<file path="src/rtl/multicycle_controller_if.sv">
// Control bundle between the multicycle controller and its datapath.
// The controller (master) consumes instruction fields and ALU flags and drives the control lines.
interface multicycle_controller_if;
  logic [6:0] op;
  logic [2:0] funct3;
  logic       funct7b5;
  logic       zero;
  logic       lt;
  logic       ltu;

  logic       PCWrite;
  logic       AdrSrc;
  logic       MemWrite;
  logic       IRWrite;
  logic       RegWrite;
  logic [1:0] ResultSrc;
  logic [1:0] ALUSrcA;
  logic [1:0] ALUSrcB;
  logic [3:0] ALUControl;
  logic [2:0] ImmSrc;
  logic       instr_done;
  logic       illegal;

  modport master (
    input  op, funct3, funct7b5, zero, lt, ltu,
    output PCWrite, AdrSrc, MemWrite, IRWrite, RegWrite, ResultSrc,
           ALUSrcA, ALUSrcB, ALUControl, ImmSrc, instr_done, illegal
  );

  modport slave (
    output op, funct3, funct7b5, zero, lt, ltu,
    input  PCWrite, AdrSrc, MemWrite, IRWrite, RegWrite, ResultSrc,
           ALUSrcA, ALUSrcB, ALUControl, ImmSrc, instr_done, illegal
  );
endinterface

</file>
<file path="src/rtl/multicycle_controller.sv">
// Main control FSM of the multicycle RV32I core: sequences each instruction
// through fetch/decode/execute/memory/writeback and drives datapath selects.
module multicycle_controller (
  input  logic                          clk,
  input  logic                          reset,
  multicycle_controller_if.master       bus
);

  typedef enum logic [3:0] {
    S_FETCH, S_DECODE, S_MEMADR, S_MEMREAD, S_MEMWB, S_MEMWRITE,
    S_EXECR, S_EXECI, S_LUI, S_AUIPC, S_JAL, S_JALR, S_JALR2,
    S_ALUWB, S_BRANCH, S_ILLEGAL
  } state_t;

  localparam logic [6:0] OP_LOAD   = 7'b0000011;
  localparam logic [6:0] OP_STORE  = 7'b0100011;
  localparam logic [6:0] OP_R      = 7'b0110011;
  localparam logic [6:0] OP_I      = 7'b0010011;
  localparam logic [6:0] OP_JAL    = 7'b1101111;
  localparam logic [6:0] OP_JALR   = 7'b1100111;
  localparam logic [6:0] OP_BRANCH = 7'b1100011;
  localparam logic [6:0] OP_LUI    = 7'b0110111;
  localparam logic [6:0] OP_AUIPC  = 7'b0010111;

  localparam logic [3:0] ALU_ADD  = 4'b0000;
  localparam logic [3:0] ALU_SUB  = 4'b0001;
  localparam logic [3:0] ALU_AND  = 4'b0010;
  localparam logic [3:0] ALU_OR   = 4'b0011;
  localparam logic [3:0] ALU_XOR  = 4'b0100;
  localparam logic [3:0] ALU_SLT  = 4'b0101;
  localparam logic [3:0] ALU_SLTU = 4'b0110;
  localparam logic [3:0] ALU_SLL  = 4'b0111;
  localparam logic [3:0] ALU_SRL  = 4'b1000;
  localparam logic [3:0] ALU_SRA  = 4'b1001;

  localparam logic [1:0] SRCA_PC    = 2'b00;
  localparam logic [1:0] SRCA_OLDPC = 2'b01;
  localparam logic [1:0] SRCA_RS1   = 2'b10;
  localparam logic [1:0] SRCA_ZERO  = 2'b11;
  localparam logic [1:0] SRCB_RS2   = 2'b00;
  localparam logic [1:0] SRCB_IMM   = 2'b01;
  localparam logic [1:0] SRCB_FOUR  = 2'b10;
  localparam logic [1:0] RES_ALUOUT = 2'b00;
  localparam logic [1:0] RES_DATA   = 2'b01;
  localparam logic [1:0] RES_ALURES = 2'b10;

  state_t state_q, state_d;

  // Only R-type honours funct7b5 for add/sub; shifts honour it in both forms.
  function automatic logic [3:0] funct_alu(input logic [2:0] f3, input logic f7b5,
                                           input logic is_r);
    case (f3)
      3'b000:  return (is_r && f7b5) ? ALU_SUB : ALU_ADD;
      3'b001:  return ALU_SLL;
      3'b010:  return ALU_SLT;
      3'b011:  return ALU_SLTU;
      3'b100:  return ALU_XOR;
      3'b101:  return f7b5 ? ALU_SRA : ALU_SRL;
      3'b110:  return ALU_OR;
      default: return ALU_AND;
    endcase
  endfunction

  function automatic logic branch_taken(input logic [2:0] f3, input logic z,
                                        input logic l, input logic lu);
    case (f3)
      3'b000:  return z;
      3'b001:  return !z;
      3'b100:  return l;
      3'b101:  return !l;
      3'b110:  return lu;
      3'b111:  return !lu;
      default: return 1'b0;
    endcase
  endfunction

  always_ff @(posedge clk) begin
    if (reset) state_q <= S_FETCH;
    else       state_q <= state_d;
  end

  always_comb begin
    case (bus.op)
      OP_STORE:         bus.ImmSrc = 3'b001;
      OP_BRANCH:        bus.ImmSrc = 3'b010;
      OP_JAL:           bus.ImmSrc = 3'b011;
      OP_LUI, OP_AUIPC: bus.ImmSrc = 3'b100;
      default:          bus.ImmSrc = 3'b000;
    endcase
  end

  always_comb begin
    state_d        = state_q;
    bus.PCWrite    = 1'b0;
    bus.AdrSrc     = 1'b0;
    bus.MemWrite   = 1'b0;
    bus.IRWrite    = 1'b0;
    bus.RegWrite   = 1'b0;
    bus.ResultSrc  = RES_ALUOUT;
    bus.ALUSrcA    = SRCA_PC;
    bus.ALUSrcB    = SRCB_RS2;
    bus.ALUControl = ALU_ADD;
    bus.instr_done = 1'b0;
    bus.illegal    = 1'b0;

    case (state_q)
      S_FETCH: begin
        bus.IRWrite   = 1'b1;
        bus.ALUSrcB   = SRCB_FOUR;
        bus.ResultSrc = RES_ALURES;
        bus.PCWrite   = 1'b1;
        state_d       = S_DECODE;
      end
      S_DECODE: begin
        bus.ALUSrcA = SRCA_OLDPC;
        bus.ALUSrcB = SRCB_IMM;
        case (bus.op)
          OP_LOAD, OP_STORE: state_d = S_MEMADR;
          OP_R:              state_d = S_EXECR;
          OP_I:              state_d = S_EXECI;
          OP_JAL:            state_d = S_JAL;
          OP_JALR:           state_d = S_JALR;
          OP_BRANCH:         state_d = (bus.funct3[2:1] == 2'b01) ? S_ILLEGAL : S_BRANCH;
          OP_LUI:            state_d = S_LUI;
          OP_AUIPC:          state_d = S_AUIPC;
          default:           state_d = S_ILLEGAL;
        endcase
      end
      S_MEMADR: begin
        bus.ALUSrcA = SRCA_RS1;
        bus.ALUSrcB = SRCB_IMM;
        state_d     = (bus.op == OP_LOAD) ? S_MEMREAD : S_MEMWRITE;
      end
      S_MEMREAD: begin
        bus.AdrSrc = 1'b1;
        state_d    = S_MEMWB;
      end
      S_MEMWB: begin
        bus.ResultSrc  = RES_DATA;
        bus.RegWrite   = 1'b1;
        bus.instr_done = 1'b1;
        state_d        = S_FETCH;
      end
      S_MEMWRITE: begin
        bus.AdrSrc     = 1'b1;
        bus.MemWrite   = 1'b1;
        bus.instr_done = 1'b1;
        state_d        = S_FETCH;
      end
      S_EXECR: begin
        bus.ALUSrcA    = SRCA_RS1;
        bus.ALUSrcB    = SRCB_RS2;
        bus.ALUControl = funct_alu(bus.funct3, bus.funct7b5, 1'b1);
        state_d        = S_ALUWB;
      end
      S_EXECI: begin
        bus.ALUSrcA    = SRCA_RS1;
        bus.ALUSrcB    = SRCB_IMM;
        bus.ALUControl = funct_alu(bus.funct3, bus.funct7b5, 1'b0);
        state_d        = S_ALUWB;
      end
      S_LUI: begin
        bus.ALUSrcA = SRCA_ZERO;
        bus.ALUSrcB = SRCB_IMM;
        state_d     = S_ALUWB;
      end
      S_AUIPC: begin
        bus.ALUSrcA = SRCA_OLDPC;
        bus.ALUSrcB = SRCB_IMM;
        state_d     = S_ALUWB;
      end
      S_JAL: begin
        // Target was computed into ALUOut during DECODE; ALU now forms the link.
        bus.PCWrite = 1'b1;
        bus.ALUSrcA = SRCA_OLDPC;
        bus.ALUSrcB = SRCB_FOUR;
        state_d     = S_ALUWB;
      end
      S_JALR: begin
        bus.ALUSrcA = SRCA_RS1;
        bus.ALUSrcB = SRCB_IMM;
        state_d     = S_JALR2;
      end
      S_JALR2: begin
        bus.PCWrite = 1'b1;
        bus.ALUSrcA = SRCA_OLDPC;
        bus.ALUSrcB = SRCB_FOUR;
        state_d     = S_ALUWB;
      end
      S_ALUWB: begin
        bus.RegWrite   = 1'b1;
        bus.instr_done = 1'b1;
        state_d        = S_FETCH;
      end
      S_BRANCH: begin
        bus.ALUSrcA    = SRCA_RS1;
        bus.ALUSrcB    = SRCB_RS2;
        bus.ALUControl = ALU_SUB;
        bus.PCWrite    = branch_taken(bus.funct3, bus.zero, bus.lt, bus.ltu);
        bus.instr_done = 1'b1;
        state_d        = S_FETCH;
      end
      default: begin
        bus.illegal = 1'b1;
        state_d     = S_ILLEGAL;
      end
    endcase

    // Reset suppresses every side effect and presents FETCH selects.
    if (reset) begin
      state_d        = S_FETCH;
      bus.PCWrite    = 1'b0;
      bus.AdrSrc     = 1'b0;
      bus.MemWrite   = 1'b0;
      bus.IRWrite    = 1'b0;
      bus.RegWrite   = 1'b0;
      bus.ResultSrc  = RES_ALURES;
      bus.ALUSrcA    = SRCA_PC;
      bus.ALUSrcB    = SRCB_FOUR;
      bus.ALUControl = ALU_ADD;
      bus.instr_done = 1'b0;
      bus.illegal    = 1'b0;
    end
  end

endmodule
</file>
<file path="src/flat_wrapper.sv">
// flat-port wrapper written by rule: the top's interface ports become plain ports
module multicycle_controller_flat 
  (clk, reset, bus_op, bus_funct3, bus_funct7b5, bus_zero, bus_lt, bus_ltu, bus_PCWrite, bus_AdrSrc, bus_MemWrite, bus_IRWrite, bus_RegWrite, bus_ResultSrc, bus_ALUSrcA, bus_ALUSrcB, bus_ALUControl, bus_ImmSrc, bus_instr_done, bus_illegal);
  multicycle_controller_if bus_i ();
  input  logic clk;
  input  logic reset;
  input wire logic [$bits(bus_i.op)-1:0] bus_op;
  input wire logic [$bits(bus_i.funct3)-1:0] bus_funct3;
  input wire logic [$bits(bus_i.funct7b5)-1:0] bus_funct7b5;
  input wire logic [$bits(bus_i.zero)-1:0] bus_zero;
  input wire logic [$bits(bus_i.lt)-1:0] bus_lt;
  input wire logic [$bits(bus_i.ltu)-1:0] bus_ltu;
  output wire logic [$bits(bus_i.PCWrite)-1:0] bus_PCWrite;
  output wire logic [$bits(bus_i.AdrSrc)-1:0] bus_AdrSrc;
  output wire logic [$bits(bus_i.MemWrite)-1:0] bus_MemWrite;
  output wire logic [$bits(bus_i.IRWrite)-1:0] bus_IRWrite;
  output wire logic [$bits(bus_i.RegWrite)-1:0] bus_RegWrite;
  output wire logic [$bits(bus_i.ResultSrc)-1:0] bus_ResultSrc;
  output wire logic [$bits(bus_i.ALUSrcA)-1:0] bus_ALUSrcA;
  output wire logic [$bits(bus_i.ALUSrcB)-1:0] bus_ALUSrcB;
  output wire logic [$bits(bus_i.ALUControl)-1:0] bus_ALUControl;
  output wire logic [$bits(bus_i.ImmSrc)-1:0] bus_ImmSrc;
  output wire logic [$bits(bus_i.instr_done)-1:0] bus_instr_done;
  output wire logic [$bits(bus_i.illegal)-1:0] bus_illegal;
  assign bus_i.op = bus_op;
  assign bus_i.funct3 = bus_funct3;
  assign bus_i.funct7b5 = bus_funct7b5;
  assign bus_i.zero = bus_zero;
  assign bus_i.lt = bus_lt;
  assign bus_i.ltu = bus_ltu;
  assign bus_PCWrite = bus_i.PCWrite;
  assign bus_AdrSrc = bus_i.AdrSrc;
  assign bus_MemWrite = bus_i.MemWrite;
  assign bus_IRWrite = bus_i.IRWrite;
  assign bus_RegWrite = bus_i.RegWrite;
  assign bus_ResultSrc = bus_i.ResultSrc;
  assign bus_ALUSrcA = bus_i.ALUSrcA;
  assign bus_ALUSrcB = bus_i.ALUSrcB;
  assign bus_ALUControl = bus_i.ALUControl;
  assign bus_ImmSrc = bus_i.ImmSrc;
  assign bus_instr_done = bus_i.instr_done;
  assign bus_illegal = bus_i.illegal;
  multicycle_controller u_core (.clk(clk), .reset(reset), .bus(bus_i));
endmodule
</file>
<file path="config.mk">
export PLATFORM = sky130hd
export DESIGN_NAME = multicycle_controller_flat
export DESIGN_NICKNAME = d
export VERILOG_FILES = /design/src/rtl/multicycle_controller_if.sv /design/src/rtl/multicycle_controller.sv /design/src/flat_wrapper.sv
export SDC_FILE = /design/constraint.sdc
export NUM_CORES = 1
export LEC_CHECK = 0
export CORE_MARGIN = 2
export CORE_UTILIZATION = 45
export CTS_BUF_LIST = sky130_fd_sc_hd__clkbuf_2
export DETAILED_ROUTE_END_ITERATION = 8
export PLACE_DENSITY = 0.87
export SYNTH_ARGS = -nofsm -noshare
export SYNTH_HDL_FRONTEND = slang
export SYNTH_SLANG_ARGS = --single-unit
</file>
<file path="constraint.sdc">
create_clock -name clk -period 2.25 [get_ports clk]
set_input_delay 0.225 -clock clk [delete_from_list [all_inputs] [get_ports clk]]
set_output_delay 0.225 -clock clk [all_outputs]
set_load 0.02 [all_outputs]
</file>
==> reports/metrics.cfg, run 1 <==
[layout]
post_route_cells_drive_above_1_share_pct = 16.88
fin_nets = 172
final.fill_count = 138
reg.largest.list = u_core.state_q (4)
finish.cell_count_without_fillers = 170
insertedDiodeCount = 0
area_delta_synth_final_pct = 59.12
registers.top_by_ff_count = u_core.state_q
multiInputGateArea_um2 = 620.6
top_library_cells_by_usage_in_the_layout_fill_and_taps_aside = 28 x clkdlybuf4s50_1, 16 x buf_4, 11 x nor2_1, 7 x a21oi_1, 6 x nor2b_1
layout.cells.most_common = clkdlybuf4s50_1
regArea_um2 = 82.58
number_of_flip_flops_in_the_largest_register = 4
fin_util_pct = 78.41

[global_route]
grtUsageTotal_pct = 25.66
largest_net_degree_at_the_start_of_global_routing = 17
grt_pass1_vias = 938
use_met3_pct = 3.200
global_route.peak_usage_layer = met2
remaining_overflow_grt = 0
use_met2_pct = 50.00
grt_pass1_wl_um = 3891
grt_use_met1_pct = 27.23
number_of_antenna_violations_at_the_first_check_in_global_routing = 0

[routing]
total_vias_in_the_final_route = 1035
drc_errors = 0
route.antenna.remaining_nets = 0
firstDrtPassIters = 4
vias_per_cell = 6.088
routed_wire_length_per_instance_um = 14.64
route.final.wire_length_um = 2488
drtIter0Drc = 30

[power_and_ir_drop]
power_leakage_uw = 0.0005332
power_frac_comb_pct = 77.3
p_sw_share_pct = 49.24
total_switching_power_uw = 434.7
power_per_cell_area_nw_per_um2 = 722.2
vdd.ir_drop.worst_uv = 499.9
seq_power_share_pct = 15.2
clockPowerShare_pct = 7.5
cellInternalPower_uw = 448.1

[critical_path]
worst-setup-path-type = in2out
reg2reg_to = u_core.state_q[0]
reg2reg_from = u_core.state_q[0]
endpoint_kind = output port
max_stage_delay_ns = 0.67
worst_path_max_delay_cell = clkdlybuf4s50_1
worstPathArrival_ns = 1.93
crit_required_ns = 2.03
worstPathCellList = clkdlybuf4s50_1 > buf_4 > nor4_1 > clkdlybuf4s50_1
critical_path.most_common_cell = clkdlybuf4s50_1
setup.worst_path.start_class = input pin
critPathMaxFanout = 5
rr_worst_depth = 6
r2r_setup_slack_ns = 0.85

[clock_tree]
cts-root-to-sink-buffers = 2
number_of_buffers_inserted_by_hold_repair_at_cts = 0
cts_tree = built
cts_made_buffers = 3
cts_setup_buffers = 0
post_cts.resized_instances = 5
cts.sink_count = 4
h_tree_levels = 1
clk-insertion-delay-late_ns = 0.21
clkTransAtPathRegs_ns = 0.04
cts.root.buffer_cell = clkbuf_2

[logic_synthesis]
synth_sequential_area_ratio_pct = 10.42
synthesis.area_per_instance_um2 = 6.921
ys_warn_count = 0
ys_types = 44
number_of_standard_cells_after_synthesis = 111
synth-edff-count = 0
post_synth_fa_ha_maj_area_fraction_pct = 0
synth_simple_gate_area_share_pct = 43.00
ys.flop_type = dfxtp_1
async_reset_ff_share_pct = 0
synth_xor_xnor_area_share_pct = 9.121
synth_area_um2 = 768.2
yosys_reg_bits = 4
synth_compound_gate_area_share_pct = 24.76
multiplexer_fraction_of_the_synthesized_cell_area_pct = 3.909
syn-num-nets = 127
largest_family_of_logic_cells_by_synthesized_area = simple AND/OR/NAND/NOR gates

[sta]
maxSlewViolCount = 0
period_needed_ns = 2.153
worst_skew_ns = 0.003934
setup_tns_ns = 0
finalHoldViolCount = 0
timing.fmax_mhz = 464.4
worst_hold_slack_after_final_layout_ns = 0.5616
final_min_period_over_clock_period_pct = 95.70
maxSlewHeadroom_pct = 76.39
setup_repair_after_global_routing_missed_its_margin = false
tightestPinTransition_ns = 0.3510
report.final.setup_viol = 0

[min_path]
whs_endpoint = u_core.state_q[1]
timing.hold.worst.class = reg2reg
timing.hold.worst_path_depth = 2
hold_path.startpoint = u_core.state_q[1]

[die]
fp.dieArea_um2 = 2054
io_pins = 36
fp-row-count = 14
floorplan.initialDensity_pct = 49.28
die_y_um = 45.32
core_um2 = 1559
die_w_um = 45.32

[place]
port-buffer-count = 35
dp_hpwl_um = 1994
placed_cells = 167
gp_routability_congestion = 0.8486

[outcome]
status = finished clean

[job]
max-cap-violations = 0

[cell usage after synthesis, types with 2 or more instances]
cell type / instances / area [um^2]
nor2b_1: 6 / 37.54
nor3b_1: 3 / 22.52
nor4_1: 3 / 18.77
buf_2: 6 / 30.03
a21oi_1: 7 / 35.03
mux2i_1: 3 / 30.03
nand4_1: 3 / 18.77
o21ai_0: 4 / 20.02
nor2_1: 11 / 41.29
a221oi_1: 2 / 17.52
and3_1: 2 / 12.51
nor3_1: 4 / 20.02
inv_1: 3 / 11.26
nand2_1: 4 / 15.01
a31oi_1: 2 / 12.51
xnor2_1: 4 / 35.03
clkbuf_1: 4 / 15.01
nand2b_1: 5 / 31.28
nand3_1: 4 / 20.02
dfxtp_1: 4 / 80.08
xor2_1: 4 / 35.03
[power by group through the flow]
| stage | clock (uW) | sequential (uW) | combinational (uW) |
|---|---|---|---|
| floorplan | 0 | 113 | 437 |
| global placement | 0 | 129 | 664 |
| detailed placement | 0 | 131 | 686 |
| CTS | 68.1 | 129 | 677 |
| global route | 76.3 | 137 | 738 |
| finish | 66.4 | 134 | 682 |
[per-layer routing]
layer | wire, um | vias up
met5 | 0 | -
met4 | 25 | 0
met1 | 923 | 471
met2 | 1348 | 64
li1 | - | 495
met3 | 191 | 5
[cell families after synthesis]
kind of cell / Yosys count
simple gates: 54
compound gates: 27
buf+inv: 15
xor+xnor: 8
flops: 4
mux: 3
[worst max path at each step]
stage / from / to / slack, ns / cells past startpoint
after floorplan: bus_funct3[1] / bus_PCWrite / 0.53 / 5
after global placement: bus_funct3[0] / bus_ALUControl[0] / -0.04 / 5
after detailed placement: bus_funct3[0] / bus_ALUControl[0] / -0.08 / 5
after CTS: u_core.state_q[1] / bus_ALUSrcA[1] / 0.02 / 5
after global routing: reset / bus_ResultSrc[0] / 0.02 / 4
final: reset / bus_ResultSrc[0] / 0.1 / 4
[metrics by stage]
step	total power, uW	cell area (um^2)	worst slack (ns)
after floorplan	550.6	768.2	0.5277
after global placement	793.5	1206	-0.04088
after detailed placement	816.5	1206	-0.07576
after CTS	874.6	1215	0.01974
after global routing	951.2	1222	0.02245
final	882.8	1222	0.09673
[final cells by class]
class | count | share of cell area [%]
clock buffer | 3 | 1.228
inverter | 4 | 1.228
multi-input combinational | 92 | 50.77
sequential | 4 | 6.755
tap | 16 | 1.638
timing repair buffer | 51 | 38.38
[critical path, delay by kind of cell]
family,cells,cell delay [ns]
buffers and inverters,3,1.38
and+or+nand+nor,1,0.32
(Power assumes the default switching activity.)
==> run 2: changes to the inputs <==
Settings changed: CAP_MARGIN set to 20.
==> results of run 2 <==
The final DEF is identical to that of run 1; final timing and power are the same.
